<file path="src/rtl/chenc_pkg.sv">
// ---------------------------------------------------------------------------
// chenc_pkg
// Shared helpers for the channel encoder:
//   ptr_width  - width of a channel index / round-robin pointer for n_ch lanes
//   idle_bin   - the all-ones "no winner" code of the binary index output
//   params_ok  - elaboration-time legality check for N_CH / BIN_W
// ---------------------------------------------------------------------------
package chenc_pkg;

    // Width needed to hold a channel index 0..n_ch-1 (n_ch >= 2, so never 0).
    function automatic int ptr_width(input int n_ch);
        return $clog2(n_ch);
    endfunction

    // All ones of bin_w bits. The caller casts the result to its own width.
    function automatic logic [31:0] idle_bin(input int bin_w);
        return (bin_w >= 32) ? '1 : ((32'd1 << bin_w) - 32'd1);
    endfunction

    // The idle code (all ones) and the 1-based index must never collide, so
    // N_CH must leave at least the top code free: 2 <= N_CH <= 2**BIN_W - 2.
    function automatic bit params_ok(input int n_ch, input int bin_w);
        longint max_ch;
        if (bin_w < 2 || bin_w > 31) begin
            return 1'b0;
        end
        max_ch = (longint'(1) << bin_w) - 2;
        return (n_ch >= 2) && (longint'(n_ch) <= max_ch);
    endfunction

endpackage

</file>
<file path="src/rtl/chenc_pick.sv">
// ---------------------------------------------------------------------------
// chenc_pick
// Purely combinational rotating descending search over the request vector.
// Scans start, start-1, ..., 0, then wraps to N_CH-1, ..., start+1 and reports
// the first set bit.
//   pos   in   N_CH   channel requests
//   start in   PTR_W  first index examined
//   found out  1      at least one request is set
//   w     out  PTR_W  index of the first request found (0 when !found)
// ---------------------------------------------------------------------------
module chenc_pick #(
    parameter int N_CH  = 8,
    parameter int PTR_W = 3
) (
    input  logic [N_CH-1:0]  pos,
    input  logic [PTR_W-1:0] start,
    output logic             found,
    output logic [PTR_W-1:0] w
);

    always_comb begin
        // NOTE: every output gets a default before the loops; without it a
        // path that assigns nothing would infer a latch.
        found = 1'b0;
        w     = '0;
        // First leg: start down to 0.
        for (int i = N_CH - 1; i >= 0; i--) begin
            if (!found && pos[i] && (i <= int'(start))) begin
                found = 1'b1;
                w     = PTR_W'(i);
            end
        end
        // Wrapped leg: N_CH-1 down to start+1.
        for (int i = N_CH - 1; i >= 0; i--) begin
            if (!found && pos[i] && (i > int'(start))) begin
                found = 1'b1;
                w     = PTR_W'(i);
            end
        end
    end

endmodule

</file>
<file path="src/rtl/channel_encoder_rr.sv">
// ---------------------------------------------------------------------------
// channel_encoder_rr
// Registered channel encoder: picks one requesting channel from pos, registers
// it as a one-hot vector and a 1-based binary index, and offers it downstream
// on a valid/ready handshake. The result is held stable while stalled.
//
// Build option:
//   CHENC_RR_EN defined   - round-robin selection with a winner pointer
//   CHENC_RR_EN undefined - fixed MSB-first priority, no pointer register
//
// Ports:
//   clk     in   1      rising-edge clock
//   arst    in   1      asynchronous active-low reset
//   ena     in   1      sample enable
//   pos     in   N_CH   channel requests, bit i is channel i
//   ready   in   1      downstream accepts the current result
//   valid   out  1      one_bit/bin hold a granted channel
//   one_bit out  N_CH   one-hot winner, zero when idle
//   bin     out  BIN_W  winner index + 1, all ones when idle
// ---------------------------------------------------------------------------
module channel_encoder_rr
    import chenc_pkg::*;
#(
    parameter int N_CH  = 8,
    parameter int BIN_W = 4
) (
    input  logic             clk,
    input  logic             arst,
    input  logic             ena,
    input  logic [N_CH-1:0]  pos,
    input  logic             ready,
    output logic             valid,
    output logic [N_CH-1:0]  one_bit,
    output logic [BIN_W-1:0] bin
);

    localparam int               PTR_W    = ptr_width(N_CH);
    localparam logic [BIN_W-1:0] IDLE_BIN = BIN_W'(idle_bin(BIN_W));
    localparam logic [PTR_W-1:0] TOP_IDX  = PTR_W'(N_CH - 1);

    if (!params_ok(N_CH, BIN_W)) begin : g_bad_params
        $error("channel_encoder_rr: N_CH=%0d illegal for BIN_W=%0d", N_CH, BIN_W);
    end

    logic             load;
    logic             xfer;
    logic             found;
    logic [PTR_W-1:0] start;
    logic [PTR_W-1:0] w;

    // A new result may be captured when the output slot is empty or is being
    // drained on this same edge, so a stall releases without a bubble.
    assign load = ena && (!valid || ready);
    assign xfer = valid && ready;

`ifdef CHENC_RR_EN
    logic [PTR_W-1:0] ptr;

    // Search begins just below the last winner, wrapping 0 -> N_CH-1.
    assign start = (ptr == '0) ? TOP_IDX : (ptr - PTR_W'(1));

    always_ff @(posedge clk or negedge arst) begin
        if (!arst) begin
            ptr <= '0;
        end else if (load && found) begin
            ptr <= w;
        end
    end
`else
    assign start = TOP_IDX;
`endif

    chenc_pick #(
        .N_CH  (N_CH),
        .PTR_W (PTR_W)
    ) u_pick (
        .pos   (pos),
        .start (start),
        .found (found),
        .w     (w)
    );

    always_ff @(posedge clk or negedge arst) begin
        // NOTE: state registers use non-blocking assignments so every flop
        // samples pre-edge values regardless of statement order.
        if (!arst) begin
            valid   <= 1'b0;
            one_bit <= '0;
            bin     <= IDLE_BIN;
        end else if (load) begin
            valid <= found;
            if (found) begin
                one_bit <= N_CH'(1) << w;
                bin     <= BIN_W'(w) + BIN_W'(1);
            end else begin
                one_bit <= '0;
                bin     <= IDLE_BIN;
            end
        end else if (xfer) begin
            valid   <= 1'b0;
            one_bit <= '0;
            bin     <= IDLE_BIN;
        end
    end

endmodule
</file>
<file path="config.mk">
export PLATFORM = sky130hd
export DESIGN_NAME = channel_encoder_rr
export DESIGN_NICKNAME = d
export VERILOG_FILES = /design/src/rtl/chenc_pkg.sv /design/src/rtl/chenc_pick.sv /design/src/rtl/channel_encoder_rr.sv
export SDC_FILE = /design/constraint.sdc
export NUM_CORES = 1
export LEC_CHECK = 0
export CORE_MARGIN = 5
export CORE_UTILIZATION = 42
export CTS_BUF_LIST = sky130_fd_sc_hd__clkbuf_8 sky130_fd_sc_hd__clkbuf_16
export DETAILED_ROUTE_END_ITERATION = 6
export GPL_TIMING_DRIVEN = 0
export PLACE_DENSITY = 0.83
export SLEW_MARGIN = 20
export SYNTH_ARGS = -nofsm -noshare
export SYNTH_HDL_FRONTEND = slang
export SYNTH_SLANG_ARGS = --single-unit
</file>
<file path="constraint.sdc">
create_clock -name clk -period 1.2 [get_ports clk]
set_input_delay 0.18 -clock clk [delete_from_list [all_inputs] [get_ports clk]]
set_output_delay 0.18 -clock clk [all_outputs]
set_load 0.02 [all_outputs]
</file>
==> results of run 1 <==
## per-stage QoR
stage          cell area [sq um]  cells
2_1_floorplan                681     56
3_3_place_gp                 941     96
3_5_place_dp                 941     96
4_1_cts                     1060    106
5_1_grt                     1130    109
6_report                    1130    109
## area by class of cell
cell class,count,area share
multi-input cells,38,0.389
well taps,16,0.0177
repair buffers,33,0.245
clock buffers,3,0.0365
flip-flops and latches,13,0.292
inverters,5,0.0166
clock inverters,1,0.00332
## worst paths after layout
path / startpoint / endpoint / slack, ps / cells past startpoint
worst max-delay path: pos[5] / bin[2] / -150 / 7
worst min-delay path: pos[7] / bin[3] / 270 / 2
min in group asynchronous: arst / one_bit[3] / 300 / 1
max in group asynchronous: arst / bin[3] / 520 / 1
worst min register to register: one_bit[7] / one_bit[7] / 500 / 1
worst max register to register: valid / one_bit[0] / 20 / 4
## per-layer routing
layer,up-vias,global-route usage
met5,-,0
met4,0,0.0655
met3,6,0.0482
met2,24,0.269
met1,298,0.216
li1,278,-
## kinds of logic (layout without fill, tap and decap cells)
| kind of cell | after synthesis | in the layout | synth area share |
|---|---|---|---|
| AO/OA/AOI/OAI | 17 | 17 | 0.191 |
| adder cells (fa/ha/maj) | 5 | 5 | 0.0943 |
| buffers and inverters | 5 | 42 | 0.0283 |
| flip-flops | 13 | 13 | 0.498 |
| multiplexers | 2 | 2 | 0.0321 |
| AND/OR/NAND/NOR | 14 | 14 | 0.157 |
## state kept, by name, indices dropped and copies added (netlist names)
| signal | cells |
|---|---|
| one_bit | 8 |
| bin | 4 |
| valid | 1 |
## cell usage in the layout (no fill, tap or decap), types with 2 or more instances in the layout
cell type / Yosys / final
nand2_2: 0 / 2
buf_6: 0 / 2
a21oi_2: 0 / 3
o22a_1: 2 / 2
o21ai_4: 0 / 2
a22o_1: 8 / 8
dlygate4sd2_1: 0 / 11
dfstp_2: 4 / 4
nand2_1: 4 / 2
buf_4: 0 / 8
nor2_1: 5 / 4
buf_2: 0 / 6
inv_2: 1 / 3
inv_1: 4 / 3
nor4_4: 2 / 2
ha_4: 0 / 5
dlymetal6s2s_1: 0 / 3
a21oi_1: 5 / 2
clkbuf_8: 0 / 3
dfrtp_1: 9 / 9
## worst max-delay path, stage by stage
cell,delay (ps)
buf_8,100
nor4_4,320
inv_2,120
o21ai_4,200
ha_4,180
ha_4,190
o22a_1,210
## power by group
part	leakage (uW)	switching (uW)	internal [uW]
Clock	0.0000269	151	226
Sequential	0.000162	20.8	485
Combinational	0.000364	174	138
Total	0.000553	346	848
## synth_stat cells
library cell / number
dfrtp_1: 9
a22o_1: 8
a21oi_1: 5
ha_1: 5
nor2_1: 5
dfstp_2: 4
inv_1: 4
nand2_1: 4
nor4_4: 2
o22a_1: 2
inv_2: 1
mux2_2: 1
mux2i_1: 1
nand2b_1: 1
nand3_1: 1
nor3_4: 1
o21ai_0: 1
o21ai_2: 1
## what timing repair did
item	CTS	global route
gates resized for setup	62	12
setup buffers	6	4
setup endpoints to repair	26	13
pin swaps	14	14
==> results.md, run 1 <==
* Met3 wire len at 130 microns
* Core outline area at 1510 sq um
* Hold WC Path Type: primary input to register
* First-pass GRT wire length at 3.24 mm
* TritonCTS Buffers at 3
* Iter 0 DRT Violations at 9
* Power density over the cells at 1060 nW/um^2
* Die W at 49.7 microns
* Final setup viols at 11
* Initial antenna violation count at 0
* Die area at 2470 sq um
* Largest area contributor in the synthesized netlist: dfrtp_1
* Startpoint types: primary input
* Buffers on Ports at 24
* Row count at 14
* Final net count at 111
* Hold_ws at 269 ps
* Run status: complete, but fails checks
* CP Data Required Time at 1370 ps
* Yosys top cell area share at 0.340
* Post-Synthesis Cells at 56
* Residual DRC at 0
* Routed WL per cell at 18.4 microns
* Headroom to the max-slew limit at 0.619
* Crit-path max FO at 3
* Setup TNS at -753 ps
* F_max at 743 MHz
* Via density at 5.56
* Layout Area Growth over Synthesis at 70.4%
* PnR Total Power at 1190 uW
* H-tree depth at 1
* Worst Skew at 1.35 ps
* Multi-input logic area at 439 sq um
* Worst path arrival time at 1520 ps
* Fraction of layout cells with a size suffix above 1 at 0.516
* Vias in the first global route at 630
* ANT nets after route at 0
* Worst-Margin Slew at 570 ps
* DIE HEIGHT at 49.7 microns
* Met2 wire len at 1.01 mm
* Final Slew Violations at 0
* Final GP Congestion at 0.750
* CTS root buffer: clkbuf_8
* Largest net degree at the start of global routing at 14
* Top-level I/O count at 25
* Grt ovf at 0
* VDD IR max at 0.000783 V
* Critical path type: primary input to register
* Reg area at 330 sq um
* Synth Warn # at 0
* Final Worst Setup Slack at -146 ps
* Util after Layout at 0.750
* Reg clk slew, reported paths at 50 ps
* Via count at 606
* Mean area per synthesized cell at 11.8 sq um
* Leakage at 0.000553 uW
* Detailed Routing Iterations Pass 1 at 4
* ANT cells at 0
* Synth unique cells at 18
* Period utilisation layout at 1.12
* Flops & latches, synth at 13
* Wire length on met1 at 814 microns
* Mapped cell area at 663 sq um
* Initial core utilization at 0.440
* GRT Overall Usage at 0.170
* Mapped Nets at 73
* Critical path endpoint category: register
* Post-CTS Hold Fix Bufs at 0
* Max Used Layer: met4
* Detailed Place HPWL at 1.20 mm
* Pre-CTS setup slack at -971 ps
* Fillers at 99
* RSZ-0062 raised after global routing: yes
* Clk Latency, worst-skew pair at 240 ps
* CTS sink count at 13
* Clock Path Buffers at 2
* Ranking of synthesized cells by area: dfrtp_1 (34%), dfstp_2 (16%), a22o_1 (11%)
* Post-Route WL at 2.00 mm
* Max cap viols at 0
* Violated checks: negative setup slack
* CTS tree: done
* Final hold viol count at 0
* Min Tclk post-route at 1350 ps
* Seq/Total Area, Yosys at 0.498
Note: power is estimated with default switching activity, not from simulation.
==> run 2: changes to the inputs <==
--- a/config.mk
+++ b/config.mk
@@ -9,8 +9,9 @@
 export CORE_UTILIZATION = 42
 export CTS_BUF_LIST = sky130_fd_sc_hd__clkbuf_8 sky130_fd_sc_hd__clkbuf_16
 export DETAILED_ROUTE_END_ITERATION = 6
+export DONT_BUFFER_PORTS = 1
 export GPL_TIMING_DRIVEN = 0
-export PLACE_DENSITY = 0.83
+export PLACE_DENSITY = 0.62
 export SLEW_MARGIN = 20
 export SYNTH_ARGS = -nofsm -noshare
 export SYNTH_HDL_FRONTEND = slang
==> results.md, run 2 (synthesized netlist as in run 1, its figures left out) <==
* H-tree depth at 1
* Min Tclk post-route at 1200 ps
* Power density over the cells at 1270 nW/um^2
* GRT Overall Usage at 0.115
* Final std cells w/o fill at 83
* Leakage at 0.000385 uW
* Inst Count DP at 72
* VDD IR max at 0.000961 V
* CTS sink count at 13
* Iter 0 DRT Violations at 3
* Max cap viols at 0
* Worst-Margin Slew at 558 ps
* CTS root buffer: clkbuf_8
* Largest net degree at the start of global routing at 14
* First-pass GRT wire length at 2.09 mm
* Fraction of layout cells with a size suffix above 1 at 0.418
* Layout Area Growth over Synthesis at 30.2%
* Reg area at 332 sq um
* Dpl cell area at 701 sq um
* Final Slew Violations at 0
* Most flops, register: one_bit
* Multi-input logic area at 393 sq um
* Die area at 2470 sq um
* RSZ-0062 raised after global routing: yes
* Fin area at 863 sq um
* Detailed Place HPWL at 980 microns
* Critical path endpoint category: register
* Top-level I/O count at 25
* Final GP Congestion at 0.696
* Vias in the first global route at 444
* Initial antenna violation count at 0
* Startpoint types: primary input
* Routed WL per cell at 16.7 microns
* Run status: complete, but fails checks
* Violated checks: negative setup slack
* Final net count at 85
* Worst path arrival time at 1380 ps
* Clock Path Buffers at 2
* Initial core utilization at 0.440
* Reg clk slew, reported paths at 60 ps
* Buffers on Ports at 0
* Final Worst Setup Slack at -3.51 ps
* F_max at 831 MHz
* Residual DRC at 0
* Most frequent cells in the layout: a22o_1 (8), dfrtp_1 (8), buf_4 (6), inv_1 (5), nor2_1 (5)
* TritonCTS Buffers at 3
* Row count at 14
* Core outline area at 1510 sq um
* R2R Setup Slk at 40 ps
* Via density at 5.48
* Final hold viol count at 0
* Worst Skew at 0.305 ps
* CP Data Required Time at 1370 ps
* Grt ovf at 0
* Largest regs: one_bit (8), bin (4), valid (1)
* Max FFs per register at 8
* Period utilisation layout at 1.00
* Die W at 49.7 microns
* Headroom to the max-slew limit at 0.627
* ANT cells at 0
* Hold WC Path Type: primary input to register
* Clk Latency, worst-skew pair at 240 ps
* DIE HEIGHT at 49.7 microns
* ANT nets after route at 0
* Fillers at 109
* CTS tree: done
* Post-Route WL at 1.38 mm
* Critical path type: primary input to register
* Final setup viols at 1
* Via count at 455
* Detailed Routing Iterations Pass 1 at 4
* Crit-path max FO at 4
-- run 2: per-layer routing --
layer  GRT usage  routed length, microns  vias up
li1            -                       -      226
met1       0.125                     572      209
met2       0.163                     621       17
met3      0.0813                     166        3
met4      0.0655                      23        0
met5           0                       0        -
-- run 2: worst max-delay path, cell delays in order --
cell,delay [ps]
nor4_4,290
inv_2,110
o21ai_4,230
ha_4,180
ha_4,190
o22a_1,200
-- run 2: path summary, 6_finish.rpt --
path	from	endpoint	cells past startpoint
max	pos[7]	bin[2]	6
min	ena	valid	2
max reg2reg	valid	bin[2]	2
min reg2reg	bin[0]	bin[0]	2
max in group asynchronous	arst	valid	1
min in group asynchronous	arst	one_bit[3]	1
-- run 2: area by class of cell --
type	instances	share of cell area
sequential	13	0.384
multi-input combinational	38	0.455
clock buffer	3	0.0478
inverter	5	0.0217
clock inverter	1	0.00435
tap	16	0.0232
timing repair buffer	7	0.0638
-- run 2: per-stage QoR --
step | TNS, ps | power, uW | worst slack [ps] | utilization | hold slack (ps)
floorplan | -1440 | 641 | -261 | - | -116
global placement | -2350 | 665 | -361 | 0.465 | -115
detailed placement | -2460 | 664 | -369 | 0.465 | -115
CTS | 0 | 1080 | 2.89 | 0.544 | 45.0
global route | -264 | 1160 | -69.0 | 0.573 | 58.0
finish | -3.51 | 1100 | -3.51 | 0.573 | 46.7
-- run 2: what timing repair did --
item | CTS | global route
endpoints found under the hold margin | 13 | 0
hold buffers | 1 | 0
pin swaps | 3 | 6
resized for setup | 7 | 3
buffers inserted | 3 | 3
setup endpoints to repair | 12 | 10
-- run 2: power breakdown --
part           total, uW  internal, uW  switching (uW)  leakage (uW)
sequential           556           487            69.1      0.000161
combinational        155          78.0            77.2      0.000197
clock                387           226             161     0.0000269
==> run 3: changes to the inputs <==
--- a/config.mk
+++ b/config.mk
@@ -10,7 +10,6 @@
 export CTS_BUF_LIST = sky130_fd_sc_hd__clkbuf_8 sky130_fd_sc_hd__clkbuf_16
 export DETAILED_ROUTE_END_ITERATION = 6
 export DONT_BUFFER_PORTS = 1
-export GPL_TIMING_DRIVEN = 0
 export PLACE_DENSITY = 0.62
 export SLEW_MARGIN = 20
 export SYNTH_ARGS = -nofsm -noshare
==> results.md, run 3 (synthesized netlist as in run 1, its figures left out) <==
* CP Data Required Time at 1370 ps
* GRT Overall Usage at 0.123
* H-tree depth at 1
* Detailed Routing Iterations Pass 1 at 4
* Reg clk slew, reported paths at 50 ps
* Final hold viol count at 0
* GR met3 Demand/Resource at 0.0813
* Setup TNS at 0 ps
* Via density at 5.58
* Leakage at 0.000377 uW
* Clk Latency, worst-skew pair at 240 ps
* Vias in the first global route at 533
* Iter 0 DRT Violations at 9
* Final Slew Violations at 0
* ANT cells at 0
* Critical path endpoint category: register
* Worst Skew at 1.29 ps
* Final net count at 86
* Initial antenna violation count at 0
* Post CTS Setup Buffer Count at 0
* Sequential fraction of design power at 0.511
* Most flops, register: one_bit
* Startpoint types: primary input
* CTS sink count at 13
* Switch share at 0.270
* Crit-path max FO at 4
* First-pass GRT wire length at 2.35 mm
* Layout Area Growth over Synthesis at 29.6%
* Worst path arrival time at 1320 ps
* DIE HEIGHT at 49.7 microns
* Max cap viols at 0
* Final GP Congestion at 0.716
* Most frequent cells in the layout: a22o_1 (8), dfrtp_1 (8), buf_4 (7), inv_1 (5)
* CTS tree: done
* Switching pwr at 292 uW
* Clock Path Buffers at 2
* Grt ovf at 0
* Top-level I/O count at 25
* TritonCTS Buffers at 3
* Die area at 2470 sq um
* Worst Setup SP: pos[7]
* Post-Route WL at 1.32 mm
* R2R Setup Slk at 100 ps
* Detailed Place HPWL at 1.06 mm
* Period utilisation layout at 0.962
* Reg-to-reg critical path endpoint: one_bit[0]
* CTS root buffer: clkbuf_8
* Final setup viols at 0
* PnR Total Power at 1080 uW
* Hold WC Path Type: primary input to register
* RSZ-0062 raised after global routing: no
* Residual DRC at 0
* Busiest layer in global routing: met2
* Int Power at 787 uW
* Fraction of layout cells with a size suffix above 1 at 0.426
* Met2 Use GR at 0.174
* F_max at 866 MHz
* Worst-Margin Slew at 562 ps
* Comb power frac at 0.141
* M1 GR Usage at 0.149
* ANT nets after route at 0
* Worst r2r src: valid
* R2R cell count at 4
* Power density over the cells at 1260 nW/um^2
* End of the critical path: bin[2]
* Headroom to the max-slew limit at 0.624
* Largest net degree at the start of global routing at 14
* Clk pwr share at 0.348
* Fillers at 113
* Buffers on Ports at 0
* Via count at 469
* Row count at 14
* Hold_sp: ena
* Max FFs per register at 8
* Min Tclk post-route at 1150 ps
* VDD IR max at 0.000675 V
* Largest regs: one_bit (8), bin (4), valid (1)
* Core outline area at 1510 sq um
* Critical path type: primary input to register
* Run status: complete, no violations
* Initial core utilization at 0.440
* Die W at 49.7 microns
* Routed WL per cell at 15.7 microns
## run 3: worst max-delay path, cell delays in order
cell and delay, ps:
nor4_4 300, inv_2 110, o21ai_4 190, ha_4 170, ha_4 190, o22a_1 190
## run 3: area by class of cell
class	instances	area (sq um)	share of cell area
Multi-Input combinational cell	38	382	0.444
Sequential cell	13	332	0.386
Timing Repair Buffer	8	62.6	0.0728
Clock buffer	3	41.3	0.0480
Tap cell	16	20.0	0.0233
Inverter	5	18.8	0.0218
Clock inverter	1	3.75	0.00437
## run 3: repair_timing
action | in CTS | in global routing
hold buffers | 1 | 0
endpoints found under the setup margin | 0 | 11
hold endpoints to repair | 13 | 0
gates resized for setup | 0 | 9
## run 3: through the flow
| step | hold WS (ps) | cells | area [sq um] | setup slack (ps) | utilization |
|---|---|---|---|---|---|
| finish | 56.9 | 84 | 860 | 45.3 | 0.571 |
| global route | 51.5 | 84 | 860 | 4.05 | 0.571 |
| CTS | 54.3 | 84 | 808 | 1.24 | 0.537 |
| detailed placement | -115 | 79 | 753 | -251 | 0.500 |
| global placement | -115 | 79 | 753 | -204 | 0.500 |
| floorplan | -116 | 56 | 681 | -261 | - |
## run 3: worst min path at each step
stage                 end  slack, ps  cells past startpoint
2_1_floorplan  one_bit[0]       -120                      0
4_1_cts             valid         50                      2
5_1_grt             valid         50                      2
6_report            valid         60                      2
3_5_place_dp        valid       -120                      0
3_3_place_gp        valid       -120                      0
## run 3: power groups by stage
stage               Clock [uW]  Sequential, uW  Combinational [uW]
floorplan                    0             553                87.9
global placement             0             559                 124
detailed placement           0             558                 126
finish                     375             552                 152
global route               407             559                 174
CTS                        385             552                 138
## run 3: metal layers
metal	vias up	wire (microns)
li1	229	-
met1	221	535
met2	19	622
met3	0	159
met4	0	0
met5	-	0
